[config.mk]
export PLATFORM = sky130hd
export DESIGN_NAME = router_reg_param
export DESIGN_NICKNAME = d
export VERILOG_FILES = /design/src/rtl/router_pkg.sv /design/src/rtl/router_skid_fifo.sv /design/src/rtl/router_reg_param.sv
export SDC_FILE = /design/constraint.sdc
export NUM_CORES = 1
export LEC_CHECK = 0
export CORE_AREA = 2 2 76 78
export DETAILED_ROUTE_END_ITERATION = 8
export DIE_AREA = 0 0 78 80
export PLACE_DENSITY = 0.76
export SLEW_MARGIN = 30
export SYNTH_ARGS = -nofsm -noshare
export SYNTH_HDL_FRONTEND = slang
export SYNTH_SLANG_ARGS = --single-unit
export TNS_END_PERCENT = 1
[constraint.sdc]
create_clock -name clock -period 2 [get_ports clock]
set_input_delay 0.4 -clock clock [delete_from_list [all_inputs] [get_ports clock]]
set_output_delay 0.4 -clock clock [all_outputs]
set_load 0.03 [all_outputs]
[src/rtl/router_pkg.sv]
// Shared definitions for the router datapath: checksum modes, address width
// helper and the checksum-combine function.
package router_pkg;

    localparam int unsigned CHK_XOR   = 0;
    localparam int unsigned CHK_SUM   = 1;
    localparam int unsigned CHK_MAX_W = 64;

    function automatic int unsigned addr_width(input int unsigned channels);
        return (channels > 2) ? $clog2(channels) : 1;
    endfunction

    // Callers zero-extend into CHK_MAX_W and truncate the result, which yields
    // sum modulo 2^DATA_W for the additive mode.
    function automatic logic [CHK_MAX_W-1:0] chk_op(input int unsigned mode,
                                                    input logic [CHK_MAX_W-1:0] a,
                                                    input logic [CHK_MAX_W-1:0] b);
        return (mode == CHK_SUM) ? (a + b) : (a ^ b);
    endfunction

endpackage

[src/rtl/router_skid_fifo.sv]
// Circular skid buffer with push/pop/count; simultaneous push and pop is
// accepted even when full.
module router_skid_fifo #(
    parameter int unsigned WIDTH = 9,
    parameter int unsigned DEPTH = 2
) (
    input  logic                         clock,
    input  logic                         resetn,
    input  logic                         clear,
    input  logic                         push,
    input  logic                         pop,
    input  logic [WIDTH-1:0]             wdata,
    output logic [WIDTH-1:0]             rdata,
    output logic [$clog2(DEPTH+1)-1:0]   count,
    output logic                         full,
    output logic                         empty
);

    localparam int unsigned CW = $clog2(DEPTH+1);
    localparam int unsigned PW = (DEPTH > 1) ? $clog2(DEPTH) : 1;

    logic [WIDTH-1:0] mem [DEPTH];
    logic [PW-1:0]    wr_ptr;
    logic [PW-1:0]    rd_ptr;
    logic             push_ok;
    logic             pop_ok;

    function automatic logic [PW-1:0] next_ptr(input logic [PW-1:0] p);
        return (p == PW'(DEPTH - 1)) ? '0 : p + PW'(1);
    endfunction

    always_comb begin
        full    = (count == CW'(DEPTH));
        empty   = (count == '0);
        pop_ok  = pop && !empty;
        push_ok = push && (!full || pop_ok);
        rdata   = mem[rd_ptr];
    end

    always_ff @(posedge clock or negedge resetn) begin
        if (!resetn) begin
            wr_ptr <= '0;
            rd_ptr <= '0;
            count  <= '0;
            for (int unsigned i = 0; i < DEPTH; i++) begin
                mem[i] <= '0;
            end
        end else if (clear) begin
            wr_ptr <= '0;
            rd_ptr <= '0;
            count  <= '0;
        end else begin
            if (push_ok) begin
                mem[wr_ptr] <= wdata;
                wr_ptr      <= next_ptr(wr_ptr);
            end
            if (pop_ok) begin
                rd_ptr <= next_ptr(rd_ptr);
            end
            case ({push_ok, pop_ok})
                2'b10:   count <= count + CW'(1);
                2'b01:   count <= count - CW'(1);
                default: count <= count;
            endcase
        end
    end

endmodule

[src/rtl/router_reg_param.sv]
// Router input register stage: header latch, dout mux with skid buffering,
// running checksum and trailer comparison.
module router_reg_param
    import router_pkg::*;
#(
    parameter int unsigned DATA_W     = 8,
    parameter int unsigned CHANNELS   = 3,
    parameter int unsigned SKID_DEPTH = 2,
    parameter int unsigned CHK_MODE   = CHK_XOR
) (
    input  logic                              clock,
    input  logic                              resetn,
    input  logic                              pkt_valid,
    input  logic [DATA_W-1:0]                 data_in,
    input  logic                              fifo_full,
    input  logic                              detect_add,
    input  logic                              lfd_state,
    input  logic                              ld_state,
    input  logic                              laf_state,
    input  logic                              full_state,
    input  logic                              rst_int_reg,
    output logic [DATA_W-1:0]                 dout,
    output logic                              dout_valid,
    output logic                              low_packet_valid,
    output logic                              parity_done,
    output logic                              err,
    output logic                              skid_ovf,
    output logic [$clog2(SKID_DEPTH+1)-1:0]   skid_count
);

    localparam int unsigned AW = addr_width(CHANNELS);
    localparam int unsigned EW = DATA_W + 1;

    logic [DATA_W-1:0] header;
    logic [DATA_W-1:0] chk;
    logic [DATA_W-1:0] packet_parity;
    logic              dout_tag;

    logic              sel_da, sel_lfd, sel_ld, sel_laf;
    logic              addr_ok, ld_direct, do_pop, do_push, drop;
    logic              write_dout, chk_update, tag_next;
    logic [DATA_W-1:0] dout_next, chk_in, chk_next;
    logic [EW-1:0]     skid_head;
    logic              skid_full, skid_empty;

    always_comb begin
        sel_da  = detect_add;
        sel_lfd = !detect_add && lfd_state;
        sel_ld  = !detect_add && !lfd_state && ld_state;
        sel_laf = !detect_add && !lfd_state && !ld_state && laf_state && !full_state;

        addr_ok = pkt_valid && (32'(data_in[AW-1:0]) < CHANNELS);

        // With bytes waiting in the skid, the head goes out and the new byte
        // queues behind it so ordering is preserved.
        ld_direct  = sel_ld && !fifo_full && skid_empty;
        do_pop     = (sel_ld || sel_laf) && !fifo_full && !skid_empty;
        drop       = sel_ld && fifo_full && skid_full;
        do_push    = sel_ld && !ld_direct && !drop;
        write_dout = sel_lfd || ld_direct || do_pop;

        dout_next = header;
        tag_next  = 1'b0;
        if (do_pop) begin
            {tag_next, dout_next} = skid_head;
        end else if (ld_direct) begin
            dout_next = data_in;
            tag_next  = !pkt_valid;
        end

        chk_update = sel_lfd || (sel_ld && pkt_valid && !drop);
        chk_in     = sel_lfd ? header : data_in;
        chk_next   = DATA_W'(chk_op(CHK_MODE, CHK_MAX_W'(chk), CHK_MAX_W'(chk_in)));
    end

    router_skid_fifo #(
        .WIDTH (EW),
        .DEPTH (SKID_DEPTH)
    ) u_skid (
        .clock  (clock),
        .resetn (resetn),
        .clear  (sel_da),
        .push   (do_push),
        .pop    (do_pop),
        .wdata  ({!pkt_valid, data_in}),
        .rdata  (skid_head),
        .count  (skid_count),
        .full   (skid_full),
        .empty  (skid_empty)
    );

    always_ff @(posedge clock or negedge resetn) begin
        if (!resetn) begin
            header           <= '0;
            chk              <= '0;
            packet_parity    <= '0;
            dout             <= '0;
            dout_valid       <= 1'b0;
            dout_tag         <= 1'b0;
            low_packet_valid <= 1'b0;
            parity_done      <= 1'b0;
            err              <= 1'b0;
            skid_ovf         <= 1'b0;
        end else begin
            dout_valid <= write_dout;
            dout_tag   <= write_dout && tag_next;
            if (write_dout) begin
                dout <= dout_next;
            end

            if (sel_da) begin
                chk         <= '0;
                parity_done <= 1'b0;
                err         <= 1'b0;
                skid_ovf    <= 1'b0;
                if (addr_ok) begin
                    header <= data_in;
                end
            end else begin
                if (chk_update) begin
                    chk <= chk_next;
                end
                if (dout_tag) begin
                    parity_done <= 1'b1;
                end
                if (parity_done && (chk != packet_parity)) begin
                    err <= 1'b1;
                end
                if (drop) begin
                    skid_ovf <= 1'b1;
                end
            end

            if (sel_ld && !pkt_valid) begin
                packet_parity <= data_in;
            end

            if (rst_int_reg) begin
                low_packet_valid <= 1'b0;
            end else if (sel_ld && !pkt_valid) begin
                low_packet_valid <= 1'b1;
            end
        end
    end

endmodule

After elaboration in Yosys (flattened, before gate mapping). Index checks and enable logic that the tools add are counted.

Flip-flop bits (word level): 60. Output and inout bits: 15. Word-level logic and storage cells: 109. Input port bits: 18.

Reduce and logical (&&, ||, !) cells: 49. Bitwise gates (word level): 4. Equality and inequality tests: 4. Add/sub/neg operators: 4. Muxes and demuxes: 29. Magnitude comparators: 4.

Operators with widths (count): $mux 8 (5); $mux 9 (4); $logic_and 1x1->1 (23); $bwmux 18 (1); $mux 1 (16); $reduce_bool 2->1 (7); $logic_not 1->1 (10); $demux 9 s1 (1); $ne 8x8->1 (1); $xor 8x8->8 (1); $logic_or 1x1->1 (5); $eq 2x2->1 const B (2); $ge 2x2->1 const B (2); $not 1->2 (2); $pmux 2 s2 (1); $reduce_and 2->1 (2); $reduce_bool 3->1 (1); $add 1x1->1 const B (2); $add 2x1->2 const B (1); $eq 2x1->1 const B (1); $logic_not 2->1 (1); $lt 2x1->1 const B (1); $lt 2x2->1 const B (1); $mux 2 (1); other kinds (2) (2).

Logic depth before layout (Yosys ltp).
Word-level depth: 14. Gate-level depth with buffers: 6. Gate-level depth less buffers: 4.

By module. Synthesis repeated with hierarchy kept, for this count alone.

Cells, all modules: 245. Area, all modules: 2965.3 um2.

Modules (own cells, without submodules): router_reg_param (area an instance 1921.8 um2, cells each 172, instances 1, seq. area each 950.9 um2); router_skid_fifo (area an instance 1043.5 um2, cells each 73, instances 1, seq. area each 550.5 um2).

Worst setup path after synthesis. Ideal clock, no wire load.

Path type: register to register. Start point: register u_skid.count[0]. End point: register dout[0]. Slack: 0.210 ns. Stages on the path, launching flop included: 7. Period minus slack after synthesis: 1.790 ns. Required time: 1.866 ns. Path buffers: 2. Library setup time: 0.134 ns. Arrival time: 1.655 ns. Path through: dfrtp_1 -> clkbuf_8 -> or4b_4 -> a21oi_2 -> buf_6 -> o211a_1 -> o22ai_1.

Cells in the longest elaborated chain, start to end: 4. Elaborated cells between the ends (all ways): 8. Classes of those cells: mux: 2; reduce/logical: 6.

RTL lines: from (decl) (line router_skid_fifo.sv:14) `output logic [$clog2(DEPTH+1)-1:0] count,`; from (signal assigned) (line router_skid_fifo.sv:61) `2'b10: count <= count + CW'(1);`; from (signal assigned) (line router_skid_fifo.sv:62) `2'b01: count <= count - CW'(1);`; from (signal assigned) (line router_skid_fifo.sv:63) `default: count <= count;`; $logic_not 2->1 (*) (line router_skid_fifo.sv:34) `empty = (count == '0);`; $logic_and 1x1->1 or $logic_not 1->1 (tied branches) (line router_reg_param.sv:56, router_reg_param.sv:57); $mux 8, or another cell as far along (line router_reg_param.sv:66) `end else if (ld_direct) begin`; $mux 8 or $logic_or 1x1->1 (tied branches) (line router_reg_param.sv:64, router_reg_param.sv:60); to (signal assigned) (line router_reg_param.sv:108) `dout <= dout_next;`; to (decl) (line router_reg_param.sv:22) `output logic [DATA_W-1:0] dout,`.

Every way passes the cells marked *; elsewhere a longest branch is shown, timed or not. A chain may end at the register's enable or synchronous reset.

Worst setup path in the final report.
Start point: register u_skid.count[1]. End point: output skid_count[1].

RTL lines: to (decl) (line router_reg_param.sv:28) `output logic [$clog2(SKID_DEPTH+1)-1:0] skid_count`.

No word-level cell between the ends.

==> run summary <==
The flow ran to the end, and the final reports show no timing, DRC or antenna violations. The worst min-delay path category is in -> async. After layout, the worst path uses 97.1% of the clock period. The worst-case IR drop observed on VDD is 0.677 mV.

The total count of hold-check failures in the final report came out at 0. The global-route congestion overflow total is 0. After detailed placement, the total cell area comes to 0.00344 mm2. The number of antenna violations at the first check in global routing came to 0. The number of buffers added on ports is 32. Synthesis produced a netlist with a net count of 257. The count of unresolved DRC violations after routing came out at 0. The share of flip-flops with an asynchronous set or reset is 100%. Max-cap violations in this run came to 0. The floorplan has 27 rows. The critical path is of the reg -> out type. In the synthesized netlist the dominant register cell turns out to be sky130_fd_sc_hd__dfrtp_1. The slowest stage of the critical path is the sky130_fd_sc_hd__clkdlybuf4s50_1 cell. Summing over every cut layer, the via total after detailed routing is 2033. Tracing the worst setup path back leads to its startpoint at u_skid.count[1]. The post-layout instance area came out at 0.00366 mm2. The half-perimeter wire length after placement is 4220 um. The via count of the first global-routing pass came to 2130. The largest stage delay on the critical path came out at 0.72 ns. The cts-stage hold buffer count is 0. The global-route usage over all layers is 21.5%. The clock tree root buffer cell is sky130_fd_sc_hd__clkbuf_8.

Summed over its instances, the top area cell type makes up 51.7% of the synthesized netlist area. On the final layout, the worst clock skew is 0.0101 ns. The number of setup violations in the final report came out at 0. The logic depth of the worst setup path including buffers is 1. The required time reported for the critical path endpoint came out at 1.60 ns. The top fanout value on the critical path came out at 7. Sequential cells were found to cover 51.7% of the synthesized design area.

The fraction of layout instances using a drive strength above 1 came out at 29.3%. The source-to-sink clock delay at the later pin of the worst-skew pair is 0.34 ns. The count of yosys warnings during synthesis came out at 0. The number of enable flip-flop cells after synthesis is 0. In this run, placement finished with an instance count of 360. The end point of the critical path is skid_count[1]. The global-route wire length before repair came out at 10000 um. The register-to-register path setup slack is 0.25 ns. The post-route core utilization came out at 67.7%. STA classifies the critical path startpoint as a flop.

Averaged over all synthesized cells, the footprint is 12.2 um2. The number of fill cells in the layout came out at 444. The maximum number of pins on one net before global-route repair is 61. For this design the static power due to leakage is 1.60 nW. The initial detailed-routing violation count is 103. The highest clock rate is 515 MHz. STA classifies the critical path endpoint as an output port.

The area growth from synthesis to final layout is 26.0%. In the final routed layout, each cell accounts on average for 16.2 um. In this run the post-CTS setup repair buffer count came out at 0. The antenna diode count is 0. The post-synthesis cell type count came out at 39. Setup repair after global routing left no endpoint under its margin. Dividing total power by cell area gives a power density of 931 mW/mm2. In this run the horizontal extent of the chip is 78 um.

In this run the standard cell core region covers 0.00541 mm2. sky130_fd_sc_hd__dfrtp_1 takes more of the synthesized area than any other cell. The longest clock path from root to sink contains 2 buffers. The critical path buffer and inverter count is 1. For this design the top-level I/O count stands at 33. The post-route non-filler standard cell count came out at 376. The final number of max-transition violations came out at 0. The cell family with the largest share of critical-path delay is buffers and inverters. The length in cells of the worst reg-to-reg path is 5.

Ranked by total cell area, the synthesized netlist is headed by sky130_fd_sc_hd__dfrtp_1 (52%), sky130_fd_sc_hd__mux2_2 (12%), sky130_fd_sc_hd__mux2i_1 (5.9%). The worst setup slack before clock tree synthesis is -0.169 ns. The slew of the pin with the lowest slew margin is 0.680 ns.

The effective utilization at floorplan is 53.7%. The final routed wirelength across all metal layers is 6080 um. The clock slew at the register clock pins of the worst setup and hold paths is 0.07 ns. The final critical-path required period came out at 1.94 ns.

The final-stage net count is 317. The die span in y is 80 um. After technology mapping, the gate count stands at 239. In this run the critical register-to-register path is captured at dout[3].

The startpoint identified for the worst register-to-register timing path is u_skid.count[0]. The final weighted congestion in routability-driven placement is 0.789. The cell area that synthesis handed to floorplanning was 0.00290 mm2.

The number of sinks handled by clock tree synthesis came out at 60. The CTS H-tree depth came out at 3. Headroom to the max-slew limit came out at 54.7%. The setup TNS after final layout is 0 ns. STA puts the critical path data arrival time at 1.54 ns.

Traced cell by cell, the critical path runs through clkdlybuf4s50_1. In this run, synthesis produced a sequential element count of 60. The number of routed nets with antenna violations came out at 0.

The average via count per standard cell is 5.41. The number of buffers created by CTS came out at 9. In the post-route analysis, the smallest setup slack over all paths is 0.0571 ns. TritonCTS built the clock tree.

The floorplan step defined a die boundary enclosing 0.00624 mm2. The first-pass iteration count of the detailed router came out at 4.
==> cells in the mapped netlist, drive strengths merged, types with 8 or more instances <==
cell type	n
dfrtp	60
o21ai	15
o22ai	8
nor2	13
a21oi	11
xnor2	9
mux2	30
mux2i	17
or3	8
nor3	8
==> cells by family after synthesis <==
kind of cell	count (synthesis)	synth area share [%]
flops	60	51.7
buf+inv	16	4.14
xor+xnor	11	3.32
mux	47	17.5
simple gates	54	11.0
compound gates	51	12.4
==> where the power goes <==
part           internal [W]  switching (W)  total, W  leakage (nW)
Sequential          0.00141       0.000125   0.00154         0.751
Clock              0.000734       0.000466   0.00120         0.107
Combinational      0.000357       0.000314  0.000671         0.741
==> layer usage <==
layer  vias to the layer above  part of all wire, %  global-route usage, %
met4                         0                  2.0                   9.65
met2                        48                   49                   35.9
met1                       985                   45                   26.2
li1                        985                    -                      -
met3                        15                  3.8                   5.54
met5                         -                    0                      0
==> area by class of cell <==
cell class | count | area (um2) | share of cell area [%]
well taps | 72 | 90.1 | 2.46
flip-flops and latches | 60 | 1500 | 41.0
inverters | 5 | 18.8 | 0.513
repair buffers | 60 | 549 | 15.0
clock buffers | 12 | 145 | 3.97
multi-input cells | 163 | 1280 | 35.0
clock inverters | 4 | 72.6 | 1.98
==> timing repair <==
action                                  4_1_cts  5_1_grt
hold endpoints to repair                      0        0
gates resized for setup                       1        0
endpoints found under the setup margin        1        0
==> layout by cell type (no fill, tap or decap), types with 3 or more instances in the layout <==
cell | Yosys | routed
sky130_fd_sc_hd__a211oi_2 | 5 | 5
sky130_fd_sc_hd__a21oi_1 | 10 | 10
sky130_fd_sc_hd__buf_4 | 1 | 26
sky130_fd_sc_hd__clkbuf_8 | 3 | 10
sky130_fd_sc_hd__clkdlybuf4s50_1 | 0 | 30
sky130_fd_sc_hd__dfrtp_1 | 60 | 60
sky130_fd_sc_hd__inv_1 | 5 | 5
sky130_fd_sc_hd__mux2_2 | 30 | 30
sky130_fd_sc_hd__mux2i_1 | 17 | 17
sky130_fd_sc_hd__nand2_1 | 7 | 7
sky130_fd_sc_hd__nand3_1 | 3 | 3
sky130_fd_sc_hd__nand3b_1 | 3 | 3
sky130_fd_sc_hd__nand4_1 | 3 | 3
sky130_fd_sc_hd__nor2_1 | 12 | 12
sky130_fd_sc_hd__nor3_1 | 8 | 8
sky130_fd_sc_hd__o211a_1 | 3 | 3
sky130_fd_sc_hd__o21ai_0 | 15 | 15
sky130_fd_sc_hd__o22ai_1 | 8 | 8
sky130_fd_sc_hd__or3_1 | 8 | 8
sky130_fd_sc_hd__xnor2_1 | 9 | 9
==> through the flow <==
stage | hold WS, ns | power (W)
5_1_grt | 0.0746 | 0.00357
3_3_place_gp | 0.429 | 0.00220
2_1_floorplan | 0.104 | 0.00197
3_5_place_dp | 0.430 | 0.00223
6_report | 0.0491 | 0.00341
4_1_cts | 0.0664 | 0.00344
==> flip-flops by register name (all words and copies together), names as in the netlist <==
name / count
dout_tag: 1
chk: 8
u_skid.count: 2
u_skid.mem: 18
err: 1
skid_ovf: 1
dout_valid: 1
dout: 8
u_skid.rd_ptr: 1
parity_done: 1
u_skid.wr_ptr: 1
packet_parity: 8
header: 8
low_packet_valid: 1
==> worst min path at each step <==
stage | from | endpoint | cells after the start
after floorplan | resetn | chk[0] | 0
after global placement | resetn | u_skid.count[1] | 2
after detailed placement | resetn | dout_valid | 2
after CTS | resetn | dout_valid | 2
after global routing | resetn | dout_valid | 2
final | resetn | dout_valid | 2
Power figures use the tool's default switching activity.
